<file path="src/rtl/key_load_pkg.sv">
// rtl/key_load_pkg.sv - shared types and helpers for the serial key loader
package key_load_pkg;

  typedef enum logic [2:0] {
    ST_IDLE,
    ST_SHIFT,
    ST_CHECK,
    ST_ARMED,
    ST_ERR,
    ST_LOCKOUT
  } key_ld_state_t;

  // Key bits plus parity bit must XOR to this value for a load to pass.
  localparam logic PARITY_EVEN = 1'b0;

  // Width of a counter that must hold 0..max_val inclusive.
  function automatic int cnt_bits(input int max_val);
    return (max_val < 1) ? 1 : $clog2(max_val + 1);
  endfunction

endpackage

</file>
<file path="src/rtl/key_shift_reg.sv">
// rtl/key_shift_reg.sv - key shadow register with indexed serial write and running parity
module key_shift_reg
  import key_load_pkg::*;
#(
  parameter int  KEY_WIDTH = 1,
  localparam int CW        = cnt_bits(KEY_WIDTH)
) (
  input  logic                 CK,
  input  logic                 RN,
  input  logic                 clr,
  input  logic                 wr,
  input  logic                 din,
  output logic [KEY_WIDTH-1:0] shadow,
  output logic [CW-1:0]        bit_cnt,
  output logic                 full,
  output logic                 run_par
);

  assign full = (bit_cnt == CW'(KEY_WIDTH));

  always_ff @(posedge CK or negedge RN) begin
    if (!RN) begin
      shadow  <= '0;
      bit_cnt <= '0;
      run_par <= 1'b0;
    end else if (clr) begin
      shadow  <= '0;
      bit_cnt <= '0;
      run_par <= 1'b0;
    end else if (wr && !full) begin
      // Decoded write keeps the index in range even when bit_cnt is wider than needed.
      for (int i = 0; i < KEY_WIDTH; i++) begin
        if (bit_cnt == CW'(i)) begin
          shadow[i] <= din;
        end
      end
      bit_cnt <= bit_cnt + CW'(1);
      run_par <= run_par ^ din;
    end
  end

endmodule

</file>
<file path="src/rtl/key_load_ctrl.sv">
// rtl/key_load_ctrl.sv - serial key loader with parity check, retry limit and lockout
module key_load_ctrl
  import key_load_pkg::*;
#(
  parameter int KEY_WIDTH = 1,
  parameter int MAX_TRIES = 3
) (
  input  logic                 CK,
  input  logic                 RN,
  input  logic                 key_start,
  input  logic                 key_vld,
  input  logic                 key_si,
  output logic [KEY_WIDTH-1:0] keyinput,
  output logic                 key_rdy,
  output logic                 key_err,
  output logic                 lockout
);

  localparam int CW = cnt_bits(KEY_WIDTH);
  localparam int TW = cnt_bits(MAX_TRIES);

  key_ld_state_t          state_q, state_d;
  logic [TW-1:0]          tries_q, tries_d;
  logic                   par_q, par_d;
  logic                   sr_clr, sr_wr, sr_full, sr_par;
  logic [KEY_WIDTH-1:0]   shadow;
  logic [CW-1:0]          bit_cnt;
  logic [KEY_WIDTH-1:0]   key_d;
  logic                   rdy_d, err_d, lock_d;

  key_shift_reg #(
    .KEY_WIDTH(KEY_WIDTH)
  ) u_shift (
    .CK     (CK),
    .RN     (RN),
    .clr    (sr_clr),
    .wr     (sr_wr),
    .din    (key_si),
    .shadow (shadow),
    .bit_cnt(bit_cnt),
    .full   (sr_full),
    .run_par(sr_par)
  );

  always_ff @(posedge CK or negedge RN) begin
    if (!RN) begin
      state_q  <= ST_IDLE;
      tries_q  <= '0;
      par_q    <= 1'b0;
      keyinput <= '0;
      key_rdy  <= 1'b0;
      key_err  <= 1'b0;
      lockout  <= 1'b0;
    end else begin
      state_q  <= state_d;
      tries_q  <= tries_d;
      par_q    <= par_d;
      keyinput <= key_d;
      key_rdy  <= rdy_d;
      key_err  <= err_d;
      lockout  <= lock_d;
    end
  end

  always_comb begin
    state_d = state_q;
    tries_d = tries_q;
    par_d   = par_q;
    sr_clr  = 1'b0;
    sr_wr   = 1'b0;

    case (state_q)
      ST_IDLE: begin
        if (key_start) begin
          sr_clr  = 1'b1;
          par_d   = 1'b0;
          state_d = ST_SHIFT;
        end
      end
      ST_SHIFT: begin
        // A restart wins over a data bit arriving in the same cycle.
        if (key_start) begin
          sr_clr = 1'b1;
          par_d  = 1'b0;
        end else if (key_vld) begin
          if (!sr_full) begin
            sr_wr = 1'b1;
          end else begin
            par_d   = key_si;
            state_d = ST_CHECK;
          end
        end
      end
      ST_CHECK: begin
        if ((sr_par ^ par_q) == PARITY_EVEN) begin
          tries_d = '0;
          state_d = ST_ARMED;
        end else if (int'(tries_q) + 1 < MAX_TRIES) begin
          tries_d = tries_q + TW'(1);
          state_d = ST_ERR;
        end else begin
          tries_d = TW'(MAX_TRIES);
          state_d = ST_LOCKOUT;
        end
      end
      ST_ARMED, ST_ERR: begin
        if (key_start) begin
          sr_clr  = 1'b1;
          par_d   = 1'b0;
          state_d = ST_SHIFT;
        end
      end
      ST_LOCKOUT: begin
        state_d = ST_LOCKOUT;
      end
      default: begin
        state_d = ST_IDLE;
      end
    endcase

    // Outputs follow the settled state one edge later, but a key_start drops
    // the armed key on the very edge that samples it.
    rdy_d  = (state_q == ST_ARMED) && !key_start;
    key_d  = rdy_d ? shadow : '0;
    err_d  = (state_q == ST_ERR) && !key_start;
    lock_d = (state_q == ST_LOCKOUT);
  end

endmodule

</file>
<file path="config.mk">
export PLATFORM = sky130hd
export DESIGN_NAME = key_load_ctrl
export DESIGN_NICKNAME = d
export VERILOG_FILES = /design/src/rtl/key_load_pkg.sv /design/src/rtl/key_shift_reg.sv /design/src/rtl/key_load_ctrl.sv
export SDC_FILE = /design/constraint.sdc
export NUM_CORES = 1
export LEC_CHECK = 0
export ABC_AREA = 1
export CAP_MARGIN = 15
export CORE_MARGIN = 1.5
export CORE_UTILIZATION = 40
export DETAILED_ROUTE_END_ITERATION = 12
export SLEW_MARGIN = 20
export SYNTH_ARGS = -nofsm -noshare
export SYNTH_HDL_FRONTEND = slang
export SYNTH_SLANG_ARGS = --single-unit
</file>
<file path="constraint.sdc">
create_clock -name CK -period 1.5 [get_ports CK]
set_input_delay 0.3 -clock CK [delete_from_list [all_inputs] [get_ports CK]]
set_output_delay 0.3 -clock CK [all_outputs]
set_load 0.01 [all_outputs]
</file>
After elaboration in Yosys (flattened, before gate mapping)
Cells that the tools add are included.
{ "word_totals": {"regBits": 13, "latch_bits": 0, "ramBits": 0, "mem_bits_ro": 0, "input_bits": 5, "output_inout_bits": 4, "elab_cells": 69, "memories": 0} }
{ "classes": {"add_sub_neg": 3, "multipliers": 0, "div": 0, "magnitude_cmp": 1, "eq_ne": 12, "shifts": 0, "n_mux": 28, "bitwise": 2, "n_reduce_logical": 13} }
{ "op_table": {"columns": ["op", "count"], "rows": [
  ["$mux W1", 19],
  ["$mux W3", 5],
  ["$pmux W3 S4", 1],
  ["$reduce_and A4 Y1", 2],
  ["$eq A3 B2 Y1 const B", 2],
  ["$eq A3 B3 Y1 const B", 2],
  ["$ne A2 B2 Y1 const B", 3],
  ["$mux W2", 2],
  ["$ne A2 B1 Y1 const B", 2],
  ["$reduce_bool A2 Y1", 2],
  ["$reduce_or A4 Y1", 1],
  ["$add A2 B1 Y3 const B", 1],
  ["$eq A3 B1 Y1 const B", 1],
  ["$logic_and A1 B1 Y1", 3],
  ["$logic_not A3 Y1", 1],
  ["$lt A3 B2 Y1 const B", 1],
  ["$ne A3 B2 Y1 const B", 1],
  ["$ne A3 B3 Y1 const B", 1],
  ["$reduce_or A3 Y1", 1],
  ["$add A2 B1 Y2 const B", 1],
  ["$logic_not A1 Y1", 2],
  ["$pmux W1 S2", 1],
  ["$reduce_and A2 Y1", 1],
  ["$xor A1 B1 Y1", 2],
  ["$add A1 B1 Y1 const B", 1]
]} }

Depth between registers and ports, before layout
{ "logic_depth": {"depth_word": 7, "depth_mapped": 8, "mapped_depth_nobuf": 7} }

Cells and area by module
A second synthesis with hierarchy kept.
{ "unflattened": {"hier_cells": 89, "area_unflattened_um2": 655.6} }
{ "modules_own_cells": {"columns": ["module", "n_inst", "cells_per_inst", "area_each_um2", "seq_area_each_um2"], "rows": [
  ["key_load_ctrl", 1, 72, 518.0, 250.2],
  ["key_shift_reg", 1, 17, 137.6, 75.1]
]} }

Worst setup path before layout
No wires, ideal clock.
{ "synth_path": {"path_kind": "reg-to-reg", "from": "reg state_q[2]", "to": "reg par_q", "setup_time_ps": 116, "arrival_ps": 907, "t_required_ps": 1384, "setup_slack_ps": 477, "path_stages_with_launch": 7, "path_buffers": 0, "period_less_slack_ps": 1023, "path_cell_list": "dfrtp_1 -> inv_2 -> nand2_1 -> nor2_2 -> nand3_1 -> nand3_1 -> nand2_1"} }
{ "synth_via": {"elab_chain_len": 4, "word_cells_on_any_way": 11, "classes_between": "eq/ne (6); mux (1); reduce/logical (4)"} }
{ "synth_rtl": {"columns": ["element", "line", "text"], "rows": [
  ["start: declaration", "key_load_ctrl.sv:22", "key_ld_state_t state_q, state_d;"],
  ["start signal: assignment", "key_load_ctrl.sv:55", "state_q <= state_d;"],
  ["$eq A3 B2 Y1, or another cell as far along", "key_load_ctrl.sv:72", "case (state_q)"],
  ["$reduce_or A3 Y1 (no source line)", null, null],
  ["$ne A2 B1 Y1 (no source line) / $reduce_bool A2 Y1 (equally long branches)", null, null],
  ["$reduce_and A4 Y1 (no source line)", null, null],
  ["end signal: assignment", "key_load_ctrl.sv:57", "par_q <= par_d;"],
  ["end: declaration", "key_load_ctrl.sv:24", "logic par_q, par_d;"]
]} }
Several ways; a longest one is shown, not always the timed one.
A chain may end at the register's enable or synchronous reset.

Final worst setup path
{ "layout_path": {"from": "reg keyinput", "to": "out keyinput"} }
{ "layout_rtl": {"columns": ["element", "line", "text"], "rows": [
  ["start: declaration", "key_load_ctrl.sv:13", "output logic [KEY_WIDTH-1:0] keyinput,"],
  ["start signal: assignment", "key_load_ctrl.sv:58", "keyinput <= key_d;"]
]} }
No word-level cell between the ends.

==> out/metrics.csv <==
stage,metric,value,unit
setup_path,startpoint class of the critical path,flop,
power_and_ir_drop,Seq pwr share,42.8,%
grt,largest net degree at the start of global routing,14,
cts,number of gates resized after cts,0,
detailed_routing,DRC errors left,0,
setup_path,reg-to-reg critical path endpoint,par_q,
logic_synthesis,distinct cell type count after synthesis,12,
cts,H-tree depth,1,
setup_path,critical path type,flop to primary output,
grt,initial antenna violation count,0,
setup_path,signal arrival time at the worst endpoint,1.12,ns
logic_synthesis,fraction of synthesized cell area taken by the top area cell type,48.78,%
logic_synthesis,Synth Flop Type,dfrtp_1,
setup_path,worst reg2reg path startpoint,state_q[2],
power_and_ir_drop,ratio of total power to cell area,1707,mW/mm²
grt,global-route met3 utilization,6.667,%
die,height of the chip,43.83,µm
run_status,outcome,"finished, final reports clean",
setup_path,cell family contributing the most delay on the critical path,buffers and inverters,
power_and_ir_drop,total leakage power,0.4379,nW
final_layout,net count of the finished layout,110,
setup_path,sum of buffers and inverters on the critical path,1,
setup_path,FF-to-FF setup slack,0.33,ns
grt,combined global-route utilization of all metal layers,14.73,%
setup_path,Critical Path End Type,primary output,
final_layout,antenna cells,0,
cts,TritonCTS sink count,13,
timing,worst max-slew margin expressed relative to the limit,82.08,%
cts,Num CTS Buffers,3,
grt,vias in the first global route,522,
grt,met1 global-route usage,20.21,%
setup_path,depth of the worst register-to-register path,6,
timing,final setup violation count,0,
cts,CTS Buffer Depth,2,
die,starting density of the core,43.26,%
die,I/O pin cnt,9,
final_layout,number of standard cells in the final layout excluding fillers,120,
detailed_routing,overall routed net length,1.192,mm
grt,global-route wire length before repair,2.076,mm
detailed_routing,average wire per standard cell,9.933,µm
setup_path,critical-path cell with the highest stage delay,clkdlybuf4s50_1,
setup_path,crit path cell chain,clkdlybuf4s50_1,
logic_synthesis,total of flip-flops plus latches after synthesis,13,
placed_design,gp weighted congestion,0.7725,
timing,unrepaired setup endpoints after global routing,false,
placed_design,post-placement cell count,116,
power_and_ir_drop,sw frac,41.83,%
timing,final number of max-transition violations,0,
die,area of the die,0.001921,mm²
placed_design,dpl hpwl,890.3,µm
timing,Total Neg Setup Slack,0,ns
logic_synthesis,"EDFF count, synth",0,
cts,source-to-sink clock delay at the later pin of the worst-skew pair,0.27,ns
logic_synthesis,cell taking the most area after synthesis,dfrtp_1,
run,Max-cap violations,0,
power_and_ir_drop,share of power burned in combinational logic,41.8,%
power_and_ir_drop,cell internal pwr,0.7914,mW
logic_synthesis,Yosys warning total,0,
final_layout,Area growth syn-to-layout,19.51,%
timing,measured slew at the worst slew-check pin,0.2687,ns
logic_synthesis,Post-Synthesis Cell Area,666.9,µm²
grt,global-route layer with the greatest usage,met2,
setup_path,Worst Path Max Fanout,1,
setup_path,"slowest stage delay, CP",0.53,ns
logic_synthesis,cells after synthesis,91,
detailed_routing,total via count after detailed routing,564,
cts,post-CTS clock slew at the launch and capture registers of the worst setup and hold paths,0.08,ns
setup_path,Required @ worst endpoint,1.20,ns
timing,Tcrit/Tclk final,94.48,%
grt,residual overflow from global routing,0,
detailed_routing,number of nets with antenna violations after detailed routing,0,
min_path,Hold Path Class,input pin to asynchronous set/reset pin,
timing,Max Clock Freq,705.6,MHz
placed_design,IO Port Bufs,8,
die,Rows,14,
cts,root cell of the clock tree,clkbuf_4,
power_and_ir_drop,Max IR drop VDD,0.8326,mV
cts,number of hold buffers added after CTS,0,
detailed_routing,initial DRC count,21,
detailed_routing,via density per instance,4.700,
power_and_ir_drop,net switching power,0.5691,mW
power_and_ir_drop,relative contribution of the clock network to total power,15.4,%
logic_synthesis,commonest cells in the synthesized netlist,"nand2_1, dfrtp_1, inv_1, nand3_1, nor2_1",
grt,GR Layer Usage met2,21.18,%
logic_synthesis,syn_nets,96,
timing,final worst path period need,1.417,ns
die,core area,0.001541,mm²
timing,endpoints failing hold,0,
die,floorplan die width,43.83,µm
logic_synthesis,share of synthesized flip-flops with an asynchronous set or reset,100.0,%
logic_synthesis,sequential share of the synthesized area,48.78,%
logic_synthesis,most area-consuming cells after synthesis,"dfrtp_1, nand2_1, nand3_1",
final_layout,share of cells above drive strength 1,12.50,%
timing,worst clock skew on the final layout,0.003686,ns
logic_synthesis,per-instance average area after synthesis,7.328,µm²
cts,CTS tree,built,
cts,setup bufs post-CTS,0,
final_layout,fill cell instance count of the final layout,165,
logic_synthesis,cell with the most instances after synthesis,nand2_1,
detailed_routing,DR pass1 iterations,4,
cells in the final DEF, fill, tap and decap left out:
cell type / synthesis / layout
clkdlybuf4s50_1: 0 / 8
buf_4: 0 / 2
a21oi_1: 4 / 4
nand2_2: 4 / 4
clkbuf_4: 0 / 3
clkbuf_1: 0 / 1
nand2_1: 32 / 32
nor2_1: 8 / 8
o21ai_0: 2 / 2
inv_1: 11 / 11
dfrtp_1: 13 / 13
nor2_2: 2 / 2
inv_2: 2 / 2
xor2_1: 1 / 1
nand3_1: 11 / 11
through the flow:
stage	hold WS [ns]	instance area [µm²]	utilization, %	total power, mW	setup slack [ns]
floorplan	0.004409	666.9	-	1.024	0.4770
global placement	0.4861	770.7	50.00	1.155	0.1506
detailed placement	0.4904	770.7	50.00	1.157	0.1151
CTS	0.3192	797.0	51.70	1.374	0.06668
global route	0.3402	797.0	51.70	1.506	0.02021
finish	0.3245	797.0	51.70	1.360	0.08283
worst max-delay path by stage:
stage,startpoint,to,slack (ns),depth (start not counted)
6_report,keyinput,keyinput,0.08,1
5_1_grt,lockout,lockout,0.02,1
4_1_cts,keyinput,keyinput,0.07,1
3_5_place_dp,key_start,state_q[2],0.12,7
3_3_place_gp,key_start,state_q[2],0.15,7
2_1_floorplan,state_q[2],par_q,0.48,6
power groups by stage:
stage	Combinational [mW]	Sequential (mW)	Clock [mW]
final	0.569	0.582	0.210
after floorplan	0.471	0.553	0
after detailed placement	0.571	0.586	0
after CTS	0.573	0.579	0.222
after global placement	0.570	0.585	0
after global routing	0.665	0.599	0.243
cell type report:
class	instances	area (µm²)	share of cell area, %
clock buffer	4	26.28	3.297
inverter	13	48.80	6.122
multi-input combinational	64	281.5	35.32
sequential	13	325.3	40.82
tap	16	20.02	2.512
timing repair buffer	10	95.09	11.93
state kept, by name, summed over array words and instances, names as in the netlist:
signal / cells
lockout: 1
keyinput: 1
u_shift.shadow: 1
key_rdy: 1
key_err: 1
state_q: 3
tries_q: 2
u_shift.run_par: 1
u_shift.bit_cnt: 1
par_q: 1
layer usage:
layer	share of wire [%]	up-vias	routed length (µm)
met1	52	250	618
met2	43	8	514
met3	5.0	0	60
met4	0	0	0
met5	0	-	0
li1	-	306	-
cells by family after synthesis:
group	after synthesis	synth area share (%)
flip-flops	13	48.78
AND/OR/NAND/NOR	57	36.40
XOR/XNOR	1	1.314
buffers and inverters	14	9.006
AO/OA/AOI/OAI	6	4.503
(Power assumes the default switching activity.)
